[src/rtl/mpc_chan_arb.sv]
// Round-robin arbiter sharing one MPC request/response port among NumChan channels.
// An in-order ID FIFO steers each response back to the channel that issued the request.
package mpc_chan_arb_pkg;

    localparam int unsigned AddrWidth    = 32;
    localparam int unsigned ReqDataWidth = 128;

    typedef enum logic {
        MPC_LOAD  = 1'b0,
        MPC_STORE = 1'b1
    } mpc_op_e;

    typedef struct packed {
        mpc_op_e                 op;
        logic [AddrWidth-1:0]    addr;
        logic [ReqDataWidth-1:0] wdata;
    } channel_req_t;

endpackage

module mpc_chan_arb
    import mpc_chan_arb_pkg::*;
#(
    parameter int unsigned NumChan   = 3,
    parameter int unsigned IdDepth   = 16,
    parameter int unsigned DataWidth = 128
) (
    input  logic                       clk,
    input  logic                       rst_n,
    input  logic [NumChan-1:0]         chan_req_valid,
    output logic [NumChan-1:0]         chan_req_ready,
    input  channel_req_t               chan_req [NumChan],
    output logic [NumChan-1:0]         chan_rsp_valid,
    input  logic [NumChan-1:0]         chan_rsp_ready,
    output logic [DataWidth-1:0]       chan_rsp_rdata,
    output logic                       mpc_req_valid,
    input  logic                       mpc_req_ready,
    output channel_req_t               mpc_req,
    input  logic                       mpc_rsp_valid,
    output logic                       mpc_rsp_ready,
    input  logic [DataWidth-1:0]       mpc_rsp_rdata,
    output logic [$clog2(IdDepth):0]   outstanding,
    output logic                       err_unexp_rsp
);

    localparam int unsigned ChanIdW = $clog2(NumChan);
    localparam int unsigned PtrW    = $clog2(IdDepth);
    localparam int unsigned CntW    = PtrW + 1;

    typedef logic [ChanIdW-1:0] chan_id_t;

    chan_id_t          rr_ptr;
    logic              lock_q;
    chan_id_t          lock_id;
    logic [PtrW-1:0]   wr_ptr;
    logic [PtrW-1:0]   rd_ptr;
    chan_id_t          id_fifo [IdDepth];

    chan_id_t          arb_grant;
    logic              arb_found;
    int unsigned       idx;
    chan_id_t          grant;
    chan_id_t          head;
    logic              fifo_full;
    logic              fifo_empty;
    logic              req_ok;
    logic              push;
    logic              pop;

    assign fifo_full  = (outstanding == CntW'(IdDepth));
    assign fifo_empty = (outstanding == '0);

    // Cyclic first-valid search starting at rr_ptr
    always_comb begin
        arb_grant = rr_ptr;
        arb_found = 1'b0;
        idx       = 0;
        for (int unsigned k = 0; k < NumChan; k++) begin
            idx = 32'(rr_ptr) + k;
            if (idx >= NumChan) begin
                idx = idx - NumChan;
            end
            if (!arb_found && chan_req_valid[ChanIdW'(idx)]) begin
                arb_found = 1'b1;
                arb_grant = ChanIdW'(idx);
            end
        end
    end

    assign grant   = lock_q ? lock_id : arb_grant;
    assign mpc_req = chan_req[grant];

    // Request side; rst_n gating keeps every handshake output low during reset
    always_comb begin
        req_ok         = rst_n & ~fifo_full;
        mpc_req_valid  = req_ok & (lock_q | (|chan_req_valid));
        chan_req_ready = '0;
        for (int i = 0; i < NumChan; i++) begin
            chan_req_ready[i] = req_ok & mpc_req_ready & (grant == ChanIdW'(i));
        end
    end

    assign head = id_fifo[rd_ptr];

    always_comb begin
        chan_rsp_valid = '0;
        mpc_rsp_ready  = 1'b0;
        for (int i = 0; i < NumChan; i++) begin
            if (head == ChanIdW'(i)) begin
                chan_rsp_valid[i] = rst_n & mpc_rsp_valid & ~fifo_empty;
                mpc_rsp_ready     = rst_n & chan_rsp_ready[i] & ~fifo_empty;
            end
        end
    end

    assign chan_rsp_rdata = mpc_rsp_rdata;

    assign push = mpc_req_valid & mpc_req_ready;
    assign pop  = mpc_rsp_valid & mpc_rsp_ready;

    // ID storage needs no reset: entries are only read between push and pop
    always_ff @(posedge clk) begin
        if (push) begin
            id_fifo[wr_ptr] <= grant;
        end
    end

    always_ff @(posedge clk or negedge rst_n) begin
        if (!rst_n) begin
            rr_ptr        <= '0;
            lock_q        <= 1'b0;
            lock_id       <= '0;
            wr_ptr        <= '0;
            rd_ptr        <= '0;
            outstanding   <= '0;
            err_unexp_rsp <= 1'b0;
        end else begin
            if (push) begin
                wr_ptr <= wr_ptr + PtrW'(1);
                rr_ptr <= (grant == ChanIdW'(NumChan - 1)) ? '0 : grant + ChanIdW'(1);
                lock_q <= 1'b0;
            end else if (mpc_req_valid && !mpc_req_ready) begin
                lock_q  <= 1'b1;
                lock_id <= grant;
            end

            if (pop) begin
                rd_ptr <= rd_ptr + PtrW'(1);
            end

            if (push && !pop) begin
                outstanding <= outstanding + CntW'(1);
            end else if (pop && !push) begin
                outstanding <= outstanding - CntW'(1);
            end

            if (mpc_rsp_valid && fifo_empty) begin
                err_unexp_rsp <= 1'b1;
            end
        end
    end

endmodule

[config.mk]
export PLATFORM = sky130hd
export DESIGN_NAME = mpc_chan_arb
export DESIGN_NICKNAME = d
export VERILOG_FILES = /design/src/rtl/mpc_chan_arb.sv
export SDC_FILE = /design/constraint.sdc
export NUM_CORES = 1
export LEC_CHECK = 0
export BUFFER_PORTS_ARGS = -buffer_cell sky130_fd_sc_hd__buf_2
export CORE_AREA = 2 2 358 360
export CTS_CLUSTER_DIAMETER = 30
export DETAILED_ROUTE_END_ITERATION = 7
export DIE_AREA = 0 0 360 362
export GPL_ROUTABILITY_DRIVEN = 0
export REMOVE_ABC_BUFFERS = 1
export SKIP_LAST_GASP = 1
export SLEW_MARGIN = 30
export SYNTH_ARGS = -nofsm -noshare
export SYNTH_HDL_FRONTEND = slang
export SYNTH_SLANG_ARGS = --single-unit
[constraint.sdc]
create_clock -name clk -period 3.5 [get_ports clk]
set_clock_uncertainty 0.05 [all_clocks]
set_input_delay 0.35 -clock clk [delete_from_list [all_inputs] [get_ports clk]]
set_output_delay 0.35 -clock clk [all_outputs]
set_load 0.03 [all_outputs]
Yosys cells after proc, flatten, opt, wreduce, memory -nomap -nowiden
Memory sizes are Yosys's and may differ from the RTL's.
Index checks and enable logic that the tools add are counted.

operators by class
  add/sub/neg operators = 10
  mux-type cells = 31
  shifts and indexed selects = 0
  multiply operators = 0
  reductions and logical operators = 18
  eq/ne operators = 5
  bitwise gates (word level) = 21
  divide/modulo/power cells = 0
  $lt $le $gt $ge = 7

operators with widths
  cell                                                         count
  binary-select mux 161 bit (select 2 bit)                     1
  two-way mux 161 bit                                          2
  AND 1 bit                                                    16
  two-way mux 2 bit                                            8
  two-way mux 1 bit                                            15
  two-way mux 5 bit                                            2
  less-than comparator 2 x 3 -> 1 bit (second input constant)  3
  adder 4 x 1 -> 4 bit (second input constant)                 2
  binary-select mux 1 bit (select 2 bit)                       3
  >= comparator 3 x 2 -> 1 bit (second input constant)         2
  logical AND 1 bit                                            6
  subtractor 2 bit (second input constant)                     3
  adder 5 x 1 -> 5 bit (second input constant)                 1
  equality test 5 bit (second input constant)                  1
  logical NOT 1 bit                                            5
  logical NOT 5 bit                                            1
  subtractor 5 x 1 -> 5 bit (second input constant)            1
  equality test 2 x 1 -> 1 bit (second input constant)         2
  equality test 2 bit (second input constant)                  2
  logical NOT 2 bit                                            2
  nonzero test 2 bit                                           2
  adder 2 x 1 -> 3 bit (second input constant)                 1
  adder 2 x 2 -> 3 bit (second input constant)                 1
  >= comparator 3 bit (second input constant)                  1
  other kinds (7)                                              9

storage, ports and cells
  bits of input ports = 621
  ROM bits = 0
  memories = 1
  register bits after elaboration = 19
  output and inout bits = 303
  bits in latches = 0
  word-level logic and storage cells = 100
  bits in writable memories = 32

memories
  name     words  bits a word  rd ports  clocked after Yosys merged registers in  wr ports  line  RTL
  id_fifo  16     2            1         0                                        1         57    chan_id_t id_fifo [IdDepth];

Logic depth before layout (Yosys ltp)
Gate-level depths: netlist of the first run.

  depth in word-level cells = 16
  mapped depth = 15
  mapped depth without buffers = 13

Least setup slack after synthesis of the first run
OpenSTA, ideal clock, no wires.

  path kind = flip-flop to flip-flop
  start point = register rd_ptr[0]
  end point = register outstanding[4]
  buffers on the path = 1
  arrival = 3.308 ns
  data required time = 3.312 ns
  clock period less this slack = 3.496 ns
  setup time = 0.138 ns
  stages on the path, launching flop included = 14
  setup slack = 0.004 ns
  path through = dfrtp_1 clkbuf_1 mux4_2 and3b_1 nor3_1 a2bb2oi_2 ha_1 inv_1 fa_1 a21o_1 a21oi_1 xnor2_1 nor2_1 xor2_1

between the ends
  word-level cells in the longest chain between the ends = 9
  elaborated cells between the ends (all ways) = 13
  those cells by class = 2 x eq/ne; 4 x mux; 1 x bitwise; 5 x reduce/logical; 1 x memory

ends and longest elaborated chain
  what                                                            line  RTL
  start, declared                                                 56    logic [PtrW-1:0] rd_ptr;
  start signal, assigned                                          148   rd_ptr <= rd_ptr + PtrW'(1);
  memory (16 x 2 bit) *                                           n/a
  logical NOT 2 bit                                               109   if (head == ChanIdW'(i)) begin
  two-way mux 1 bit (2 in series)                                 109
  two-way mux 1 bit *                                             109
  AND 1 bit *                                                     119   assign pop = mpc_rsp_valid & mpc_rsp_ready;
  logical NOT 1 bit                                               151   if (push && !pop) begin
  logical AND 1 bit                                               151
  two-way mux 5 bit / nonzero test 2 bit (equally long branches)  n/a
  end signal, assigned                                            152   outstanding <= outstanding + CntW'(1);
  end signal, assigned                                            154   outstanding <= outstanding - CntW'(1);
  end, declared                                                   42    output logic [$clog2(IdDepth):0] outstanding,

Mark *: on every way between the ends. The rest lies on a longest branch, timed or not.
A chain may end at the register's enable or synchronous reset.

==> results of run 1 <==
-- flip-flops by register name (all words and copies together) (netlist names) --
register       flops
err_unexp_rsp      1
id_fifo           32
lock_id            2
lock_q             1
outstanding        5
rd_ptr             4
rr_ptr             2
wr_ptr             4
-- path summary, 6_finish.rpt --
| check | depth (start not counted) | slack, ns | endpoint | from |
|---|---|---|---|---|
| min reg2reg | 1 | 0.41 | err_unexp_rsp | err_unexp_rsp |
| max in group asynchronous | 3 | 2.58 | rr_ptr[1] | rst_n |
| max reg2reg | 14 | 0.04 | outstanding[4] | rd_ptr[2] |
| max | 9 | -0.25 | mpc_req[17] | rr_ptr[1] |
| min | 2 | 0.24 | err_unexp_rsp | mpc_rsp_valid |
| min in group asynchronous | 2 | 0.35 | err_unexp_rsp | rst_n |
-- kinds of logic after synthesis --
family / count (synthesis) / share of synthesized area [%]
compound gates: 354 / 41.14
xor+xnor: 11 / 1.220
fa+ha+maj: 12 / 1.997
buf+inv: 423 / 27.62
flops: 51 / 18.19
mux: 27 / 4.627
simple gates: 77 / 5.198
-- where the power goes --
| group | internal [mW] | leakage (nW) | switching, mW |
|---|---|---|---|
| sequential | 0.851 | 0.516 | 0.156 |
| combinational | 8.68 | 6.19 | 11.8 |
| clock | 0.261 | 0.0735 | 0.203 |
-- cells in the mapped netlist (6+ instances only) --
| cell | count |
|---|---|
| a2111oi_0 | 161 |
| nor3_1 | 6 |
| and2_1 | 8 |
| a221o_1 | 161 |
| xnor2_1 | 9 |
| edfxtp_1 | 32 |
| nor2_1 | 16 |
| ha_1 | 11 |
| inv_1 | 176 |
| clkbuf_1 | 86 |
| nand2_1 | 13 |
| buf_4 | 130 |
| buf_6 | 11 |
| mux4_2 | 7 |
| mux2i_1 | 14 |
| dfrtp_1 | 19 |
| buf_2 | 18 |
| nor2b_1 | 8 |
-- layout make-up --
| cell class | instances | share of cell area, % |
|---|---|---|
| antenna | 27 | 0.4241 |
| clock buffer | 5 | 0.7854 |
| clock inverter | 3 | 0.09424 |
| inverter | 177 | 4.202 |
| multi-input combinational | 481 | 31.88 |
| sequential | 51 | 9.024 |
| tap | 1662 | 13.05 |
| timing repair buffer | 800 | 40.54 |
-- metal layers --
layer / wire length [µm] / share of wire [%] / track usage, % / up-vias
li1: - / - / - / 4782
met1: 42940 / 34 / 18.09 / 5693
met2: 48730 / 38 / 25.72 / 1208
met3: 28320 / 22 / 20.32 / 378
met4: 3979 / 3.1 / 4.185 / 190
met5: 2811 / 2.2 / 8.472 / -
-- worst max-delay path: cells and delay by family (launching register included) --
kind / cells / cell delay [ns]
AOI/OAI and AO/OA: 4 / 1.12
DFF: 1 / 0.44
adders and majority gates: 1 / 0.31
buffers and inverters: 2 / 0.35
and+or+nand+nor: 1 / 0.54
muxes: 1 / 0.24
-- timing repair --
item	CTS	global route
pin swaps	71	29
hold buffers	1	0
gates cloned	15	1
hold endpoints to repair	1	0
setup endpoints to repair	164	165
setup buffers	16	4
gates resized for setup	192	107
==> impl_metrics.toml, run 1 <==
[outcome]
status = "finished, violations left"
violations = "negative setup slack"

[synthesis]
synth_cells = 955
yosys_warnings = 0
synthDistinctLibCells = 51
yosys.area.top_type_share_pct = 20.41
synth.yosys.seq_area_share_pct = 18.19
synth_area_leaders = "a221o_1 20%, a2111oi_0 18%, buf_4 12%"
synth_area_mm2 = 0.007895
synth-edff-count = 32
syn_area_per_cell_um2 = 8.267
synth-main-ff-cell = "edfxtp_1"
yosys_register_bits = 51
ys_async_sr_fraction_pct = 37.25
synth_top_cell_by_area = "a221o_1"

[die]
fp.dieH_um = 362
core_mm2 = 0.1267
row_count = 131
die_width_um = 360
start_util_pct = 6.231
die_area_mm2 = 0.1303
pin_count = 924

[place]
place_area_mm2 = 0.01405
dp_hpwl_mm = 105.6
dpl.cell_count = 3134
portBuffers = 667
place_ws_ns = -0.6187

[layout]
drive_above_1_share_pct = 60.51
final_nets = 2149
seq_area_mm2 = 0.001438
multi_input_area_mm2 = 0.005079
layout_commonest_cell = "buf_2"
syn_to_final_growth_pct = 101.8
fin_cells = 3206
postLayoutCoreUtil_pct = 12.57
fin_area_mm2 = 0.01593
fillers = 14566
layout_common_cells = "545 x buf_2, 173 x inv_1, 160 x a221o_1, 99 x buf_12, 97 x buf_4"

[global_route]
grt-ovfl-total = 0
track_usage_pct = 18.64
grt_max_degree = 108
first_global_vias = 11541
grt_antenna_before_repair = 154
grt_pass1_wl_mm = 153.0

[timing]
finalHoldViolCount = 0
setup_ws_ns = -0.2509
timing.hold.ws_ns = 0.2385
rsz0062_at_grt = "true"
fmax_mhz = 266.6
fin_tns_setup_ns = -26.98
finalCritPeriodShare_pct = 107.2
worst_pin_slew_ns = 0.8678
min_period_ns = 3.751
setup_viol = 163
final_max_slew_viol_count = 0
max_slew_margin_pct = 42.15

[clocking]
cts_tree = "done"
cts_num_sinks = 51
worstSkewPairLatency_ns = 0.29
root_buffer = "clkbuf_16"
clk_pin_slew_worst_paths_ns = 0.07
cts_made_buffers = 5
clockBufferDepth = 2
htreeDepth = 2

[worst_setup_path]
cp.required_ns = 3.10
path_class = "flop to output pin"
slowest_delay_ns = 0.54
start_kind = "flop"
path_max_fanout = 33
critical-path-slowest-cell = "or4b_4"
cp-end-kind = "output pin"
arrival_ns = 3.35
cp_cell_sequence = "ha_4 -> mux2i_2 -> o22ai_2 -> or4b_4 -> o21a_1 -> a22o_4 -> buf_16 -> a221o_4 -> buf_12"

[hold_path]
hold_path.class = "input port to flop"

[routing]
ant_nets = 0
drc = 0
wl_per_cell_um = 39.55
vias = 12251
detail_route.iter0.violations = 1049
wl_mm = 126.8
vias_per_cell = 3.821
drtPass1Iterations = 7

[run]
max-cap-violations = 0

[power]
total_leakage_power_nw = 6.778
irDropWorstVdd_uv = 723.9
power_density_mw_per_mm2 = 1380
power_mw = 21.98
No activity file was read; power rests on OpenSTA's default activity.
==> inputs of run 2 (changes only) <==
--- a/config.mk
+++ b/config.mk
@@ -6,4 +6,5 @@
 export NUM_CORES = 1
 export LEC_CHECK = 0
+export ABC_CLOCK_PERIOD_IN_PS = 3500
 export BUFFER_PORTS_ARGS = -buffer_cell sky130_fd_sc_hd__buf_2
 export CORE_AREA = 2 2 358 360
@@ -12,5 +13,4 @@
 export DIE_AREA = 0 0 360 362
 export GPL_ROUTABILITY_DRIVEN = 0
-export REMOVE_ABC_BUFFERS = 1
 export SKIP_LAST_GASP = 1
 export SLEW_MARGIN = 30
--- a/constraint.sdc
+++ b/constraint.sdc
@@ -3,3 +3,3 @@
 set_input_delay 0.35 -clock clk [delete_from_list [all_inputs] [get_ports clk]]
 set_output_delay 0.35 -clock clk [all_outputs]
-set_load 0.03 [all_outputs]
+set_load 0.02 [all_outputs]
==> run 2 against run 1 <==
Compared with the run above:
- the flow still finishes with violations (negative setup slack)
- maximum frequency is 0.15% higher
- sequential power about the same
- combinational power shrank 19%
- routed wire length is 27% lower
- non-clock buffer count fell by 4
- critical path depth grew 2
- die area is the same
- worst hold slack got worse by 0.0026 ns
- count of clock-buffer cells in the layout rose by 2
- sequential share of layout area up 0.50 points
- clock power fell by 0.9%
==> impl_metrics.toml, run 2 (synthesis results as in run 1) <==
[outcome]
status = "finished, violations left"
violations = "negative setup slack"

[timing]
setup_viol = 161
fin_tns_setup_ns = -22.37
rsz0062_at_grt = "true"
max_slew_margin_pct = 39.02
setup_ws_ns = -0.2451
finalCritPeriodShare_pct = 107.0
worst_pin_slew_ns = 0.9146
finalHoldViolCount = 0
fmax_mhz = 267.0
final_max_slew_viol_count = 0
min_period_ns = 3.745

[worst_setup_path]
reg2reg_depth = 14
cp-end-kind = "output pin"
path_class = "flop to output pin"
cp.required_ns = 3.10
reg2reg_from = "rd_ptr[2]"
arrival_ns = 3.35
path_max_fanout = 35
r2r_end = "outstanding[4]"
start_kind = "flop"
ff2ff_setup_slack_ns = 0.07
critPathLaunch = "rr_ptr[1]"

[clocking]
htreeDepth = 2
root_buffer = "clkbuf_16"
clk_pin_slew_worst_paths_ns = 0.07
cts_tree = "done"
worstSkewPairLatency_ns = 0.28
clockBufferDepth = 2
cts_num_sinks = 51
cts_made_buffers = 5

[hold_path]
hold_path.class = "input port to flop"
worstHoldEndpoint = "err_unexp_rsp"
hold_path_depth = 2
min-delay-start = "mpc_rsp_valid"

[run]
max-cap-violations = 0

[synthesis]
synthesis.nets = 1588

[layout]
postLayoutCoreUtil_pct = 11.92
largest_reg_flops = 32
layout_commonest_cell = "buf_2"
top_register = "id_fifo"
syn_to_final_growth_pct = 91.24
fillers = 14556
fin_area_mm2 = 0.01510
drive_above_1_share_pct = 58.78
final_nets = 2146
largest_registers = "id_fifo (32), outstanding (5)"
layout_common_cells = "572 x buf_2, 172 x inv_1, 161 x a221o_1, 95 x buf_6, 87 x a2111oi_0"
fin_cells = 3207

[routing]
ant_nets = 0
drc = 0
vias = 11558
detail_route.iter0.violations = 947
wl_per_cell_um = 28.85
drtPass1Iterations = 5
wl_mm = 92.52
vias_per_cell = 3.604

[die]
die_width_um = 360
pin_count = 924
core_mm2 = 0.1267
die_area_mm2 = 0.1303
fp.dieH_um = 362
row_count = 131
start_util_pct = 6.231

[power]
power_density_mw_per_mm2 = 1207
total_leakage_power_nw = 6.515
power_mw = 18.22
irDropWorstVdd_uv = 710.7

[global_route]
track_usage_pct = 13.08
grt_pass1_wl_mm = 112.9
grt-ovfl-total = 0
first_global_vias = 10877
grt_antenna_before_repair = 128
grt_max_degree = 109

[place]
dp_hpwl_mm = 73.09
portBuffers = 667
place_area_mm2 = 0.01286
dpl.cell_count = 3117
-- run 2: worst max-delay path, stage by stage, from the launching register on --
cell       delay, ns
dfrtp_2         0.45
ha_4            0.25
mux2i_2         0.15
o22ai_2         0.21
buf_4           0.15
nor3_2          0.04
o311a_4         0.35
buf_6           0.16
buf_16          0.17
a2111oi_1       0.59
a221o_1         0.22
buf_2           0.23
-- run 2: stage by stage --
step           setup slack, ns  hold slack [ns]
2_1_floorplan         0.008114         0.004409
3_3_place_gp            -1.481           0.1636
3_5_place_dp           -0.2439           0.1622
4_1_cts                -0.2403           0.2325
5_1_grt                -0.2959           0.2473
6_report               -0.2451           0.2359
-- run 2: cell type report --
cell class,count,area (µm²),share of cell area (%)
Clock buffer,7,132.6,0.8784
Multi-Input combinational cell,482,4877,32.30
Antenna cell,31,77.57,0.5138
Sequential cell,51,1438,9.522
Inverter,177,669.4,4.434
Clock inverter,1,5.005,0.03315
Timing Repair Buffer,796,5819,38.54
Tap cell,1662,2079,13.77
-- run 2: power breakdown --
group | total, mW | switching, mW | leakage [nW] | internal, mW
registers | 1.02 | 0.166 | 0.516 | 0.852
clock network | 0.460 | 0.195 | 0.0681 | 0.264
logic | 16.7 | 9.56 | 5.93 | 7.18
-- run 2: timing repair --
action | in CTS | in global routing
hold buffers | 1 | 0
cloned | 19 | 7
setup buffers | 28 | 3
pin swaps | 53 | 47
endpoints found under the hold margin | 5 | 0
endpoints found under the setup margin | 165 | 166
gates resized for setup | 184 | 161
-- run 2: layer usage --
metal | vias to the layer above | GRT usage (%) | wire (µm)
li1 | 4772 | - | -
met1 | 5487 | 15.48 | 35600
met2 | 903 | 19.10 | 38210
met3 | 260 | 9.608 | 16110
met4 | 136 | 2.117 | 1714
met5 | - | 0 | 883
-- run 2: worst max-delay path by stage --
| stage | slack [ns] | cells after the start | to |
|---|---|---|---|
| after floorplan | 0.008 | 13 | outstanding[4] |
| after global placement | -1.48 | 11 | mpc_req[54] |
| after detailed placement | -0.24 | 12 | mpc_req[2] |
| after CTS | -0.24 | 9 | mpc_req[2] |
| after global routing | -0.30 | 11 | mpc_req[104] |
| final | -0.25 | 11 | mpc_req[103] |
